===== src/rtl/k12a_sequencer.sv =====
// K12a sequencer: state register, skip flag, instruction register and debug halt/resume/single-step.
// Optional retired-instruction counter enabled by defining K12A_RETIRE_COUNTER_EN.
package k12a_sequencer_pkg;
  typedef enum logic [2:0] {
    STATE_FETCH1 = 3'd0,
    STATE_FETCH2 = 3'd1,
    STATE_FETCH3 = 3'd2,
    STATE_EXEC   = 3'd3,
    STATE_RJMP   = 3'd4,
    STATE_HALT   = 3'd5
  } state_t;

  typedef enum logic [1:0] {
    SKIP_SEL_0                  = 2'd0,
    SKIP_SEL_CONDITION          = 2'd1,
    SKIP_SEL_CONDITION_INVERTED = 2'd2
  } skip_sel_t;
endpackage

module k12a_sequencer
  import k12a_sequencer_pkg::*;
#(
  parameter int unsigned RETIRE_WIDTH = 16
) (
  input  logic        clk,
  input  logic        reset,
  input  state_t      next_state,
  input  skip_sel_t   skip_sel,
  input  logic        skip_store,
  input  logic        alu_condition,
  input  logic        inst_high_store,
  input  logic        inst_low_store,
  input  logic [7:0]  data_bus,
  input  logic        halt_req,
  input  logic        resume,
  output state_t      state,
  output logic        skip,
  output logic [15:0] inst,
  output logic        halted
`ifdef K12A_RETIRE_COUNTER_EN
  ,
  output logic [RETIRE_WIDTH-1:0] retired
`endif
);

  if (RETIRE_WIDTH == 0) begin : g_bad_width
    $error("RETIRE_WIDTH must be nonzero");
  end

  state_t state_nx;
  logic   halt_pending;
  logic   pending_nx;
  logic   skip_nx;

  always_comb begin
    skip_nx = 1'b0;
    case (skip_sel)
      SKIP_SEL_CONDITION:          skip_nx = alu_condition;
      SKIP_SEL_CONDITION_INVERTED: skip_nx = ~alu_condition;
      default:                     skip_nx = 1'b0;
    endcase
  end

  // Halt is only taken where the control logic asks for FETCH1, so the
  // running instruction (including any RJMP cycle) always completes first.
  always_comb begin
    state_nx   = next_state;
    pending_nx = halt_pending;
    if (state == STATE_HALT) begin
      if (resume) begin
        state_nx   = STATE_FETCH1;
        pending_nx = halt_req;
      end else begin
        state_nx   = STATE_HALT;
      end
    end else if (next_state == STATE_FETCH1 && (halt_pending || halt_req)) begin
      state_nx   = STATE_HALT;
      pending_nx = 1'b0;
    end else if (next_state == STATE_HALT) begin
      pending_nx = 1'b0;
    end else if (halt_req) begin
      pending_nx = 1'b1;
    end
  end

  always_ff @(posedge clk) begin
    if (reset) begin
      state        <= STATE_FETCH1;
      halt_pending <= 1'b0;
      skip         <= 1'b0;
      inst         <= '0;
    end else begin
      state        <= state_nx;
      halt_pending <= pending_nx;
      if (skip_store)      skip       <= skip_nx;
      if (inst_high_store) inst[15:8] <= data_bus;
      if (inst_low_store)  inst[7:0]  <= data_bus;
    end
  end

  assign halted = (state == STATE_HALT);

`ifdef K12A_RETIRE_COUNTER_EN
  always_ff @(posedge clk) begin
    if (reset) begin
      retired <= '0;
    end else if (state == STATE_EXEC) begin
      retired <= retired + 1'b1;
    end
  end
`endif

endmodule


===== config.mk =====
export PLATFORM = sky130hd
export DESIGN_NAME = k12a_sequencer
export DESIGN_NICKNAME = d
export VERILOG_FILES = /design/src/rtl/k12a_sequencer.sv
export SDC_FILE = /design/constraint.sdc
export NUM_CORES = 1
export LEC_CHECK = 0
export ABC_CLOCK_PERIOD_IN_PS = 1850
export CAP_MARGIN = 0
export CORE_MARGIN = 4
export CORE_UTILIZATION = 41
export DETAILED_ROUTE_END_ITERATION = 10
export GPL_TIMING_DRIVEN = 0
export PLACE_DENSITY = 0.83
export SETUP_SLACK_MARGIN = 0.15
export SYNTH_ARGS = -nofsm -noshare
export SYNTH_HDL_FRONTEND = slang
export SYNTH_SLANG_ARGS = --single-unit
export TNS_END_PERCENT = 1

===== constraint.sdc =====
create_clock -name clk -period 1.85 [get_ports clk]
set_input_delay 0.37 -clock clk [delete_from_list [all_inputs] [get_ports clk]]
set_output_delay 0.37 -clock clk [all_outputs]
set_load 0.01 [all_outputs]

-- Word level (Yosys, flattened, before mapping)
Cells that the tools add are included.
- flip-flop bits (word level): 21
- bits of input ports: 21
- output and inout bits: 21
- word-level logic and storage cells: 25
- equality and inequality tests: 5
- multiplexer cells: 9
- bitwise logic cells: 1
- reduce and logical (&&, ||, !) cells: 5
- operators with widths (cell ; number):
    3-bit 2-to-1 mux ; 3
    3-bit == test (second input constant) ; 2
    1-bit 2-to-1 mux ; 5
    4-bit nonzero test ; 1
    3-bit zero test ; 1
    2-bit by 1-bit == test with 1-bit output (second input constant) ; 1
    2-bit == test (second input constant) ; 1
    2-bit != test (second input constant) ; 1
    1-bit case mux with 2 select lines ; 1
    2-bit AND reduction ; 1
    1-bit logical AND ; 1
    1-bit logical OR ; 1
    1-bit inverter ; 1

-- Logic depth before layout (Yosys ltp)
- depth in word-level cells: 4
- mapped depth: 4
- depth with buffers taken out: 4

-- Least setup slack after synthesis
Ideal clock, no wire load.
- path kind: register to register
- start point: reg state[1]
- end point: reg halt_pending
- setup time: 0.086 ns
- arrival time: 0.920 ns
- data required time: 1.764 ns
- path slack: 0.844 ns
- cell stages (with the launch flop): 5
- cell sequence: dfxtp_1 -> nand3b_4 -> inv_4 -> a31o_1 -> a221oi_2
- longest elaborated chain between the ends: 3
- elaborated cells between the ends (all ways): 5
- those cells by class: eq/ne (2); mux (1); reduce/logical (2)
- RTL lines (what ; line ; text):
    start, declared ; 36 ; output state_t state,
    start signal, assigned ; 93 ; state <= state_nx;
    3-bit == test * ; - ;
    via halted ; 39 ; output logic halted
    2-bit != test (no source line) / 4-bit nonzero test (equally long branches) ; - ;
    2-bit AND reduction (no source line) ; - ;
    end signal, assigned ; 94 ; halt_pending <= pending_nx;
    end, declared ; 51 ; logic halt_pending;
Mark *: on every way through the listed nets, which the timed path passes. The rest lies on a longest branch.
A chain may end at the register's enable or synchronous reset.

-- Worst setup path after layout
- start point: reg state[2]
- end point: out state[2]
No word-level cell between the ends.

==> reports/qor.yml <==
pwr:
  power.share.sequential_pct: 56.1
  switchingPower_uw: 207.3
  clkPwrFrac_pct: 22.8
  finalPower_uw: 885.5
  p_int_uw: 678.2
  pwr-share-comb_pct: 21.1
  p_sw_share_pct: 23.41
  peakVddDrop_mv: 0.4252
  p_per_area_nw_per_um2: 702.1
  leakagePower_uw: 0.0005557
clocking:
  clkLatencyLatePin_ns: 0.29
  cts_setup_buffers: 0
  cts_resized: 3
  cts_sinks: 21
  htree_num_levels: 1
  clk_pin_slew_ns: 0.10
  postCtsHoldBufs: 0
  root_buffer: "clkbuf_4"
  cts_buffers: 3
  clockBufferDepth: 2
  tritoncts: "yes"
sta:
  hold_violations: 0
  finalCritPeriodShare_pct: 84.61
  min_period_ns: 1.565
  tightest_slew_ns: 0.2435
  clock_skew_ns: 0.004806
  setup_viol: 0
  rsz0062_at_grt: "false"
  fmax_mhz: 638.9
  whs_ns: 0.4868
  setup_tns_ns: 0
  maxSlewHeadroom_pct: 83.77
  final_max_slew_viol_count: 0
placed_design:
  finalWeightedCongestion: 0.6499
  port_buffers: 39
  dp_cells: 143
  hpwl_mm: 1.513
synthesis:
  synth-seq-cells: 21
  yosysSeqAreaShare_pct: 51.77
  synth-adder-area-share_pct: 0
  yosysTopAreaCellShare_pct: 51.77
  yosysTopAreaCell: "dfxtp_1"
  synth_compound_area_share_pct: 10.02
  synth.distinct_cells: 20
  yosysWarnings: 0
  synthXorXnorAreaFrac_pct: 0
  synthMuxAreaShare_pct: 19.72
  synth_top_family_by_area: "multiplexers"
  synth_cells: 79
  synthSimpleGateAreaFrac_pct: 14.33
  synth.avg_cell_area_sq_um: 10.28
  synthTopCellsByArea: "dfxtp_1, mux2i_1, nor2_1"
  syn_area_sq_um: 812.0
  synth_nets: 100
floorplan:
  row_count: 15
  ioPinCount: 42
  initial_utilization_pct: 45.07
  fp.dieW_um: 52.51
  core_sq_um: 1802
  die_h_um: 52.51
  dieArea_sq_um: 2757
layout:
  n_antenna_cell: 0
  final_cell_mix: "clkdlybuf4s50_1, nor2_1, dfxtp_1"
  syn_to_final_growth_pct: 55.32
  final_nets: 144
  instances_no_fill: 147
  post-route-util_pct: 70.00
  fillers: 163
  register_area_sq_um: 422.9
  drive_above_1_share_pct: 10.66
  final_common_cell: "clkdlybuf4s50_1"
  multiInputGateArea_sq_um: 357.8
worst_setup_path:
  critPathLaunchType: "register"
  slowest_stage: "clkdlybuf4s50_1"
  cp.required_ns: 1.48
  r2r_start: "halt_pending"
  critPathTopFamily: "buffers and inverters"
  cp_cell_sequence: "clkdlybuf4s50_1"
  critPathBufInv: 1
  startpoint: "state[2]"
  crit_fanout: 2
  arrival_ns: 1.20
  slowest_delay_ns: 0.54
  critPathKind: "reg -> out"
  end_kind: "output port"
global_routing:
  antenna_found_initial: 0
  grt_pass1_vias: 776
  grt_max_degree: 12
  grt.total_usage_pct: 15.44
  grt_pass1_wl_mm: 3.208
  grt-ovfl-total: 0
min_path:
  min_path_type: "reg -> reg"
  min_from: "halt_pending"
drt:
  vias: 721
  avgViaCountPerCell: 4.905
  wl_per_cell_um: 12.31
  drt-total-wl_mm: 1.810
  route.detailed.drc: 0
  dr.pass1.iters: 2
  postRouteAntennaNets: 0
  drt_iter0_markers: 2
status:
  status: "finished, final reports clean"
flow_run:
  cap_viol_max_count: 0
[state kept, by name, indices dropped and copies added, names as in the netlist]
| signal | cells |
|---|---|
| skip | 1 |
| state | 3 |
| inst | 16 |
| halt_pending | 1 |
[power groups by stage]
stage	Clock, uW	Sequential, uW	Combinational, uW
after floorplan	0	519	65.6
after global placement	0	505	185
after detailed placement	0	507	190
after CTS	214	498	190
after global routing	233	502	205
final	202	497	187
[cell type report]
class,instances,area share (%)
plain buffers,4,1.587
clock buffers,4,2.083
inverters,3,1.091
multi-input cells,51,28.37
flip-flops and latches,21,33.53
well taps,25,2.480
repair buffers,39,30.85
[cells by family after synthesis]
family / Yosys count
buffers and inverters: 7
and+or+nand+nor: 24
muxes: 16
DFF: 21
AOI/OAI and AO/OA: 11
[cells in the mapped netlist, drive strengths merged]
cell type / number
o21bai: 1
nor3b: 1
a31o: 1
buf: 4
nor2: 19
and3b: 1
a21oi: 2
o21ai: 3
o21a: 1
nand2: 1
mux2i: 16
inv: 3
a221oi: 1
dfxtp: 21
a211oi: 1
nand3b: 1
nor3: 1
o31a: 1
[worst paths after layout]
check                  to  slack (ns)  depth (start not counted)
max              state[2]        0.28                          1
min          halt_pending        0.49                          2
max reg2reg      state[2]        0.84                          3
min reg2reg  halt_pending        0.49                          2
[metrics by stage]
step                cell area, sq um  setup WS (ns)
finish                          1261         0.2847
global route                    1261         0.2178
CTS                             1261         0.2581
detailed placement              1234         0.3243
global placement                1234         0.3435
floorplan                      812.0         0.8438
[per-layer routing]
layer | up-vias | wire length [um] | track usage [%]
met2 | 33 | 929 | 30.17
met3 | 2 | 158 | 3.989
met5 | - | 0 | 0
met1 | 327 | 714 | 16.43
li1 | 359 | - | -
met4 | 0 | 8 | 2.553
Note: power is estimated with default switching activity, not from simulation.
